<file path="src/rtl/muldiv_seq.sv">
// muldiv_seq: sequential 64-bit multiply/divide unit for a scalar pipeline.
//
// Operations (op codes from the decoder):
//   15 mul   low XLEN bits of a*b (shift-add)
//   16 div   signed quotient        17 divu unsigned quotient
//   18 rem   signed remainder       19 remu unsigned remainder
// Divide-by-zero and the signed overflow case (MIN / -1) complete on the
// accept edge without iterating. All other operations take XLEN iterations
// and present the result XLEN cycles after the accept cycle.
//
// Ports:
//   clk        clock, all state changes on the rising edge
//   reset      synchronous active-high reset
//   in_valid   request present            in_ready  block can accept (IDLE)
//   op         operation code             a, b      rs1 / rs2 operands
//   flush      abort any in-flight operation, no result is produced
//   out_valid  result available (DONE)    out_ready consumer takes result
//   result     operation result, meaningful only while out_valid is high
//   busy       high whenever the unit is not IDLE
module muldiv_seq #(
    parameter int XLEN        = 64,
    parameter int ALUOP_WIDTH = 5
) (
    input  logic                   clk,
    input  logic                   reset,
    input  logic                   in_valid,
    output logic                   in_ready,
    input  logic [ALUOP_WIDTH-1:0] op,
    input  logic [XLEN-1:0]        a,
    input  logic [XLEN-1:0]        b,
    input  logic                   flush,
    output logic                   out_valid,
    input  logic                   out_ready,
    output logic [XLEN-1:0]        result,
    output logic                   busy
);

    localparam int CW = $clog2(XLEN);

    localparam logic [CW-1:0] CNT_ZERO = {CW{1'b0}};
    localparam logic [CW-1:0] CNT_ONE  = {{(CW-1){1'b0}}, 1'b1};
    // XLEN is a power of two, so the all-ones count is iteration XLEN-1.
    localparam logic [CW-1:0] CNT_LAST = {CW{1'b1}};

    localparam logic [XLEN-1:0] ZERO    = {XLEN{1'b0}};
    localparam logic [XLEN-1:0] ONES    = {XLEN{1'b1}};
    localparam logic [XLEN-1:0] ONE     = {{(XLEN-1){1'b0}}, 1'b1};
    localparam logic [XLEN-1:0] MIN_NEG = {1'b1, {(XLEN-1){1'b0}}};

    localparam logic [ALUOP_WIDTH-1:0] OP_MUL  = ALUOP_WIDTH'(5'd15);
    localparam logic [ALUOP_WIDTH-1:0] OP_DIV  = ALUOP_WIDTH'(5'd16);
    localparam logic [ALUOP_WIDTH-1:0] OP_DIVU = ALUOP_WIDTH'(5'd17);
    localparam logic [ALUOP_WIDTH-1:0] OP_REM  = ALUOP_WIDTH'(5'd18);
    localparam logic [ALUOP_WIDTH-1:0] OP_REMU = ALUOP_WIDTH'(5'd19);

    typedef enum logic [1:0] {
        S_IDLE = 2'd0,
        S_CALC = 2'd1,
        S_DONE = 2'd2
    } state_e;

    // Datapath triple shared by both algorithms:
    //   mul: acc = partial product, x = multiplicand (<<), y = multiplier (>>)
    //   div: acc = partial remainder, x = dividend shifting out / quotient
    //        shifting in, y = divisor
    typedef struct packed {
        logic [XLEN-1:0] acc;
        logic [XLEN-1:0] x;
        logic [XLEN-1:0] y;
    } dp_t;

    function automatic logic [XLEN-1:0] neg2(input logic [XLEN-1:0] v);
        return ~v + ONE;
    endfunction

    // One shift-add or one restoring-division step.
    function automatic dp_t iterate(input logic is_mul, input dp_t s);
        dp_t            n;
        logic [XLEN:0]  rem_shift;
        logic [XLEN:0]  trial;
        rem_shift = {s.acc, s.x[XLEN-1]};
        trial     = rem_shift - {1'b0, s.y};
        if (is_mul) begin
            n.acc = s.acc + (s.y[0] ? s.x : ZERO);
            n.x   = {s.x[XLEN-2:0], 1'b0};
            n.y   = {1'b0, s.y[XLEN-1:1]};
        end else begin
            // A borrow out of the trial subtraction means "restore".
            n.acc = trial[XLEN] ? rem_shift[XLEN-1:0] : trial[XLEN-1:0];
            n.x   = {s.x[XLEN-2:0], ~trial[XLEN]};
            n.y   = s.y;
        end
        return n;
    endfunction

    state_e                 state_q, state_d;
    logic [CW-1:0]          cnt_q, cnt_d;
    logic [ALUOP_WIDTH-1:0] op_q, op_d;
    logic [XLEN-1:0]        acc_q, acc_d;
    logic [XLEN-1:0]        x_q, x_d;
    logic [XLEN-1:0]        y_q, y_d;
    logic                   qneg_q, qneg_d;
    logic                   rneg_q, rneg_d;
    logic [XLEN-1:0]        result_q, result_d;

    logic                   op_valid_s;
    logic                   in_is_mul_s;
    logic                   in_signed_s;
    logic                   in_quot_s;
    logic                   a_neg_s;
    logic                   b_neg_s;
    logic                   q_is_mul_s;
    logic                   q_quot_s;
    logic                   iter_mul_s;
    dp_t                    init_s;
    dp_t                    iter_in_s;
    dp_t                    iter_out_s;
    logic [XLEN-1:0]        fin_s;

    // Next-state, datapath step and result selection.
    always_comb begin
        state_d  = state_q;
        cnt_d    = cnt_q;
        op_d     = op_q;
        acc_d    = acc_q;
        x_d      = x_q;
        y_d      = y_q;
        qneg_d   = qneg_q;
        rneg_d   = rneg_q;
        result_d = result_q;

        op_valid_s  = (op >= OP_MUL) && (op <= OP_REMU);
        in_is_mul_s = (op == OP_MUL);
        in_signed_s = (op == OP_DIV) || (op == OP_REM);
        in_quot_s   = (op == OP_DIV) || (op == OP_DIVU);
        a_neg_s     = in_signed_s && a[XLEN-1];
        b_neg_s     = in_signed_s && b[XLEN-1];

        init_s.acc = ZERO;
        init_s.x   = a_neg_s ? neg2(a) : a;
        init_s.y   = b_neg_s ? neg2(b) : b;

        q_is_mul_s = (op_q == OP_MUL);
        q_quot_s   = (op_q == OP_DIV) || (op_q == OP_DIVU);

        // Iteration 0 is applied to the freshly loaded operands on the accept
        // edge, so CALC only needs iterations 1..XLEN-1 and the result lands
        // exactly XLEN cycles after the accept cycle.
        iter_in_s  = (state_q == S_IDLE) ? init_s : {acc_q, x_q, y_q};
        iter_mul_s = (state_q == S_IDLE) ? in_is_mul_s : q_is_mul_s;
        iter_out_s = iterate(iter_mul_s, iter_in_s);

        if (q_is_mul_s) begin
            fin_s = iter_out_s.acc;
        end else if (q_quot_s) begin
            fin_s = qneg_q ? neg2(iter_out_s.x) : iter_out_s.x;
        end else begin
            fin_s = rneg_q ? neg2(iter_out_s.acc) : iter_out_s.acc;
        end

        if (flush) begin
            // Abort wins over accept and over the DONE handshake; result kept.
            state_d = S_IDLE;
            cnt_d   = CNT_ZERO;
        end else begin
            case (state_q)
                S_IDLE: begin
                    if (in_valid && op_valid_s) begin
                        op_d   = op;
                        qneg_d = a_neg_s ^ b_neg_s;
                        rneg_d = a_neg_s;
                        if (!in_is_mul_s && (b == ZERO)) begin
                            state_d  = S_DONE;
                            result_d = in_quot_s ? ONES : a;
                        end else if (in_signed_s && (a == MIN_NEG) && (b == ONES)) begin
                            state_d  = S_DONE;
                            result_d = in_quot_s ? a : ZERO;
                        end else begin
                            state_d = S_CALC;
                            cnt_d   = CNT_ONE;
                            acc_d   = iter_out_s.acc;
                            x_d     = iter_out_s.x;
                            y_d     = iter_out_s.y;
                        end
                    end else begin
                        state_d = S_IDLE;
                    end
                end
                S_CALC: begin
                    acc_d = iter_out_s.acc;
                    x_d   = iter_out_s.x;
                    y_d   = iter_out_s.y;
                    cnt_d = cnt_q + CNT_ONE;
                    if (cnt_q == CNT_LAST) begin
                        state_d  = S_DONE;
                        result_d = fin_s;
                    end else begin
                        state_d = S_CALC;
                    end
                end
                S_DONE: begin
                    if (out_ready) begin
                        state_d = S_IDLE;
                    end else begin
                        state_d = S_DONE;
                    end
                end
                default: begin
                    state_d = S_IDLE;
                    cnt_d   = CNT_ZERO;
                end
            endcase
        end
    end

    // State and datapath registers with synchronous reset.
    always_ff @(posedge clk) begin
        if (reset) begin
            state_q  <= S_IDLE;
            cnt_q    <= CNT_ZERO;
            op_q     <= {ALUOP_WIDTH{1'b0}};
            acc_q    <= ZERO;
            x_q      <= ZERO;
            y_q      <= ZERO;
            qneg_q   <= 1'b0;
            rneg_q   <= 1'b0;
            result_q <= ZERO;
        end else begin
            state_q  <= state_d;
            cnt_q    <= cnt_d;
            op_q     <= op_d;
            acc_q    <= acc_d;
            x_q      <= x_d;
            y_q      <= y_d;
            qneg_q   <= qneg_d;
            rneg_q   <= rneg_d;
            result_q <= result_d;
        end
    end

    // Handshake flags are pure decodes of the state register.
    assign in_ready  = (state_q == S_IDLE);
    assign out_valid = (state_q == S_DONE);
    assign busy      = (state_q != S_IDLE);
    assign result    = result_q;

endmodule
</file>
<file path="config.mk">
export PLATFORM = sky130hd
export DESIGN_NAME = muldiv_seq
export DESIGN_NICKNAME = d
export VERILOG_FILES = /design/src/rtl/muldiv_seq.sv
export SDC_FILE = /design/constraint.sdc
export NUM_CORES = 2
export LEC_CHECK = 0
export BUFFER_PORTS_ARGS = -buffer_cell sky130_fd_sc_hd__buf_2
export CORE_ASPECT_RATIO = 2
export CORE_UTILIZATION = 64
export CTS_BUF_LIST = sky130_fd_sc_hd__clkbuf_8
export CTS_CLUSTER_DIAMETER = 80
export DETAILED_ROUTE_END_ITERATION = 8
export PLACE_DENSITY = 0.82
export SLEW_MARGIN = 15
export SYNTH_ARGS = -nofsm -noshare
export SYNTH_HDL_FRONTEND = slang
export SYNTH_SLANG_ARGS = --single-unit
</file>
<file path="constraint.sdc">
create_clock -name clk -period 9.7 [get_ports clk]
set_clock_uncertainty 0.1 [all_clocks]
set_input_delay 0.97 -clock clk [delete_from_list [all_inputs] [get_ports clk]]
set_output_delay 0.97 -clock clk [all_outputs]
set_load 0.02 [all_outputs]
</file>
==> metrics.csv, run 1 <==
metric,value,unit
outcome,aborted with a tool error,
haltStage,global routing (5_1_grt),
firstError,[ERROR GRT-0116] Global routing finished with congestion. Check the congestion regions in the DRC Viewer.,
grt_max_degree,194,
cts_num_sinks,271,
avgSynthCellArea,6.65,sq um
io_pins,205,
overflow,943,
chipWidth,156,um
grtUsageTotal,0.809,
yosys_warnings,0,
synth-edff-count,0,
grt_pass1_wl,302000,um
cts_resized,0,
synthDistinctLibCells,111,
netlist_instances,4545,
synthArstFlopShare,0,
cts-buffers-inserted,44,
ys_ff_latch,271,
grt_pass1_vias,42600,
start_util,0.648,
ys_seq_area_frac,0.179,
row_count,112,
placed_area,32500,sq um
post-cts-setup-buffer-count,0,
clockBufferDepth,3,
synth_nets,4819,
gp_congestion,1.20,
synthFlopType,dfxtp_1,
ctsHoldBuffers,0,
hpwl,122000,um
root_buffer,clkbuf_8,
portBuffers,204,
syn_area,30200,sq um
die_h,309,um
h-tree-depth,2,
## layer usage
layer	GRT overflow	GRT usage
met5	1	0.160
met4	325	0.877
met3	13	0.614
met2	600	1.01
met1	4	0.787
## logic make-up after synthesis
logic type      synth area share
flops                      0.179
fa+ha+maj                 0.0568
simple gates               0.305
xor+xnor                  0.0782
buf+inv                   0.0520
compound gates             0.310
mux                       0.0177
## synth_stat cells, types with 12 or more instances
cell	number	area share
nor2_1	736	0.091
a21oi_1	481	0.080
nand2_1	446	0.055
o21ai_0	297	0.049
dfxtp_1	271	0.18
clkbuf_1	239	0.030
nor3_1	210	0.035
xnor2_1	148	0.043
ha_1	134	0.055
xor2_1	122	0.035
a211oi_1	100	0.025
and2_1	100	0.021
nand3_1	92	0.015
nand4_1	88	0.018
inv_1	79	0.0098
o31ai_1	66	0.016
o211ai_1	59	0.015
nor4_1	55	0.011
a21o_1	52	0.013
a31oi_1	44	0.0091
or3_1	44	0.0091
buf_2	42	0.0070
mux2i_1	41	0.014
buf_1	32	0.0040
and3_1	30	0.0062
a22oi_1	26	0.0065
a221oi_1	25	0.0072
o21a_1	24	0.0060
or4_1	24	0.0060
nand2b_1	20	0.0041
o41ai_1	20	0.0058
a311oi_1	19	0.0055
o21bai_1	19	0.0047
and4_1	18	0.0052
or2_2	18	0.0037
o221ai_1	17	0.0049
a211o_1	16	0.0046
o211a_1	16	0.0053
o21ai_1	16	0.0026
o22ai_1	16	0.0033
a2111oi_0	13	0.0038
a221o_1	12	0.0040
## per-stage QoR
| step | setup slack, ns | hold WS, ns | instances |
|---|---|---|---|
| 2_1_floorplan | 0.655 | 0.331 | 4545 |
| 3_3_place_gp | 0.276 | 0.326 | 5260 |
| 3_5_place_dp | 0.243 | 0.333 | 5260 |
| 4_1_cts | 0.904 | 0.345 | 5332 |
==> run 2, diff against run 1 <==
Settings changed: CORE_ASPECT_RATIO 2 to unset, CORE_UTILIZATION 64 to 40, CTS_BUF_LIST sky130_fd_sc_hd__clkbuf_8 to unset, CTS_CLUSTER_DIAMETER 80 to unset, PLACE_DENSITY 0.82 to unset, PLACE_DENSITY_LB_ADDON set to 0.15.
==> run 2 against run 1 <==
Synthesized cell count did not move. Area after synthesis did not move. The flow now finishes without violations.
==> metrics.csv, run 2 <==
metric,value,unit
die_h,277,um
yosys_warnings,0,
antenna_found_initial,8,
powerDensity,101,nW/um^2
required,10.07,ns
synthTopCellsByCount,"nor2_1 (736), a21oi_1 (481), nand2_1 (446)",
yosysTopAreaCellShare,0.179,
slew_violations,0,
grt_pass1_vias,34100,
netlist_instances,4545,
drt_iter0_markers,4623,
root_buffer,clkbuf_16,
synthDistinctLibCells,111,
finalNetCount,4991,
endpoint_kind,flop,
coreArea,74600,sq um
postLayoutSetupSlackWorst,0.660,ns
overflow,0,
cts_resized,0,
peakVddDrop,0.000137,V
top_layer,met5,
synth-edff-count,0,
h-tree-depth,2,
final_hold_viol_count,0,
grt_pass1_wl,233000,um
post-cts-setup-buffer-count,0,
avgSynthCellArea,6.65,sq um
cts_num_sinks,271,
drc,0,
start_util,0.406,
outcome,finished clean,
fin_crit_sh,0.932,
ys_seq_area_frac,0.179,
portBuffers,204,
cp_max_fo,6,
rsz0062_at_grt,no,
wl_met2,66000,um
fin_cells,5714,
dieArea,76700,sq um
total_power,0.00347,W
synthArstFlopShare,0,
dp_cells,5646,
synthFlopType,dfxtp_1,
tightest_slew,1.29,ns
slew_headroom,0.133,
path_clk_slew,0.06,ns
layout_commonest_cell,nor2_1,
syn_area,30200,sq um
insertion_delay,0.59,ns
cts_tree,yes,
synthTopCellsByArea,"dfxtp_1 (18%), nor2_1 (9.1%), a21oi_1 (8.0%)",
avgViaCountPerCell,6.52,
wl_per_cell,28.1,um
grt_max_degree,201,
row_count,100,
hold-worst-slack,0.354,ns
n_antenna_cell,0,
post-place-ws,0.212,ns
leakagePower,13.6,nW
cap_viol_max_count,0,
cp_num_buf_inv,1,
synth_top_area_cell,dfxtp_1,
final_cell_mix,"nor2_1 (734), a21oi_1 (480), nand2_1 (445)",
wl,161000,um
clockBufferDepth,3,
grtUsageTotal,0.403,
io_pins,205,
wl_met3,18700,um
gp_congestion,1.09,
slowest_stage,or4_1,
start_kind,input port,
crit_type,in2reg,
synth_most_common_cell,nor2_1,
hpwl,127000,um
finalSetupViolations,0,
ctsHoldBuffers,0,
fin_crit,9.04,ns
cp.arrival,9.41,ns
ys_ff_latch,271,
wirelength_met1,67900,um
vias,37300,
tns,0,ns
area_growth,14.0,%
drtPass1Iterations,6,
cts-buffers-inserted,38,
layout-drive-gt1-share,0.130,
min_path_type,reg2reg,
ant_nets,0,
slowest_delay,0.58,ns
crit_family,simple AND/OR/NAND/NOR gates,
chipWidth,277,um
fmax,0.111,GHz
synth_nets,4819,
==> run 2: final timing paths <==
path	startpoint	endpoint	slack, ns	cells past startpoint
min	x_q[39]$_SDFFE_PP0P_	x_q[39]$_SDFFE_PP0P_	0.35	2
min reg2reg	x_q[39]$_SDFFE_PP0P_	x_q[39]$_SDFFE_PP0P_	0.35	2
max	b[32]	result[52]$_SDFFE_PP0P_	0.66	32
max reg2reg	state_q[1]$_SDFF_PP0_	result[52]$_SDFFE_PP0P_	1.36	25
==> run 2: where the power goes <==
part	switching, W	internal [W]
logic	0.000559	0.000252
registers	0.0000165	0.00114
clock network	0.000617	0.000888
==> run 2: routing by layer <==
metal | GRT usage | vias to the layer above
met1 | 0.539 | 17700
li1 | - | 17100
met2 | 0.590 | 2141
met4 | 0.179 | 8
met5 | 0 | -
met3 | 0.125 | 349
==> run 2: stage by stage <==
step | instance area [sq um] | utilization
floorplan | 30200 | -
global placement | 33200 | 0.445
detailed placement | 33200 | 0.445
CTS | 34500 | 0.462
global route | 34500 | 0.462
finish | 34500 | 0.462
==> run 2: worst min-delay path, delay by kind of cell (launching register included) <==
family | cells | cell delay (ns)
simple gates | 1 | 0.05
flops | 1 | 0.30
compound gates | 1 | 0.05
==> run 2: cell type report <==
| cell class | instances | area [sq um] |
|---|---|---|
| clock inverters | 12 | 161 |
| multi-input cells | 3876 | 23300 |
| repair buffers | 449 | 2910 |
| inverters | 81 | 305 |
| fillers | 7818 | 40100 |
| flip-flops and latches | 271 | 5430 |
| clock buffers | 56 | 1130 |
| well taps | 969 | 1210 |
==> run 2: cells by family (layout without fill, tap and decap cells) <==
kind of cell,after synthesis,count (layout),share of synthesized area
multiplexers,52,52,0.0177
XOR/XNOR,270,270,0.0782
flip-flops,271,271,0.179
AO/OA/AOI/OAI,1462,1462,0.310
buffers and inverters,398,598,0.0520
AND/OR/NAND/NOR,1956,1956,0.305
adder cells (fa/ha/maj),136,136,0.0568
No activity file was read; power rests on OpenSTA's default activity.
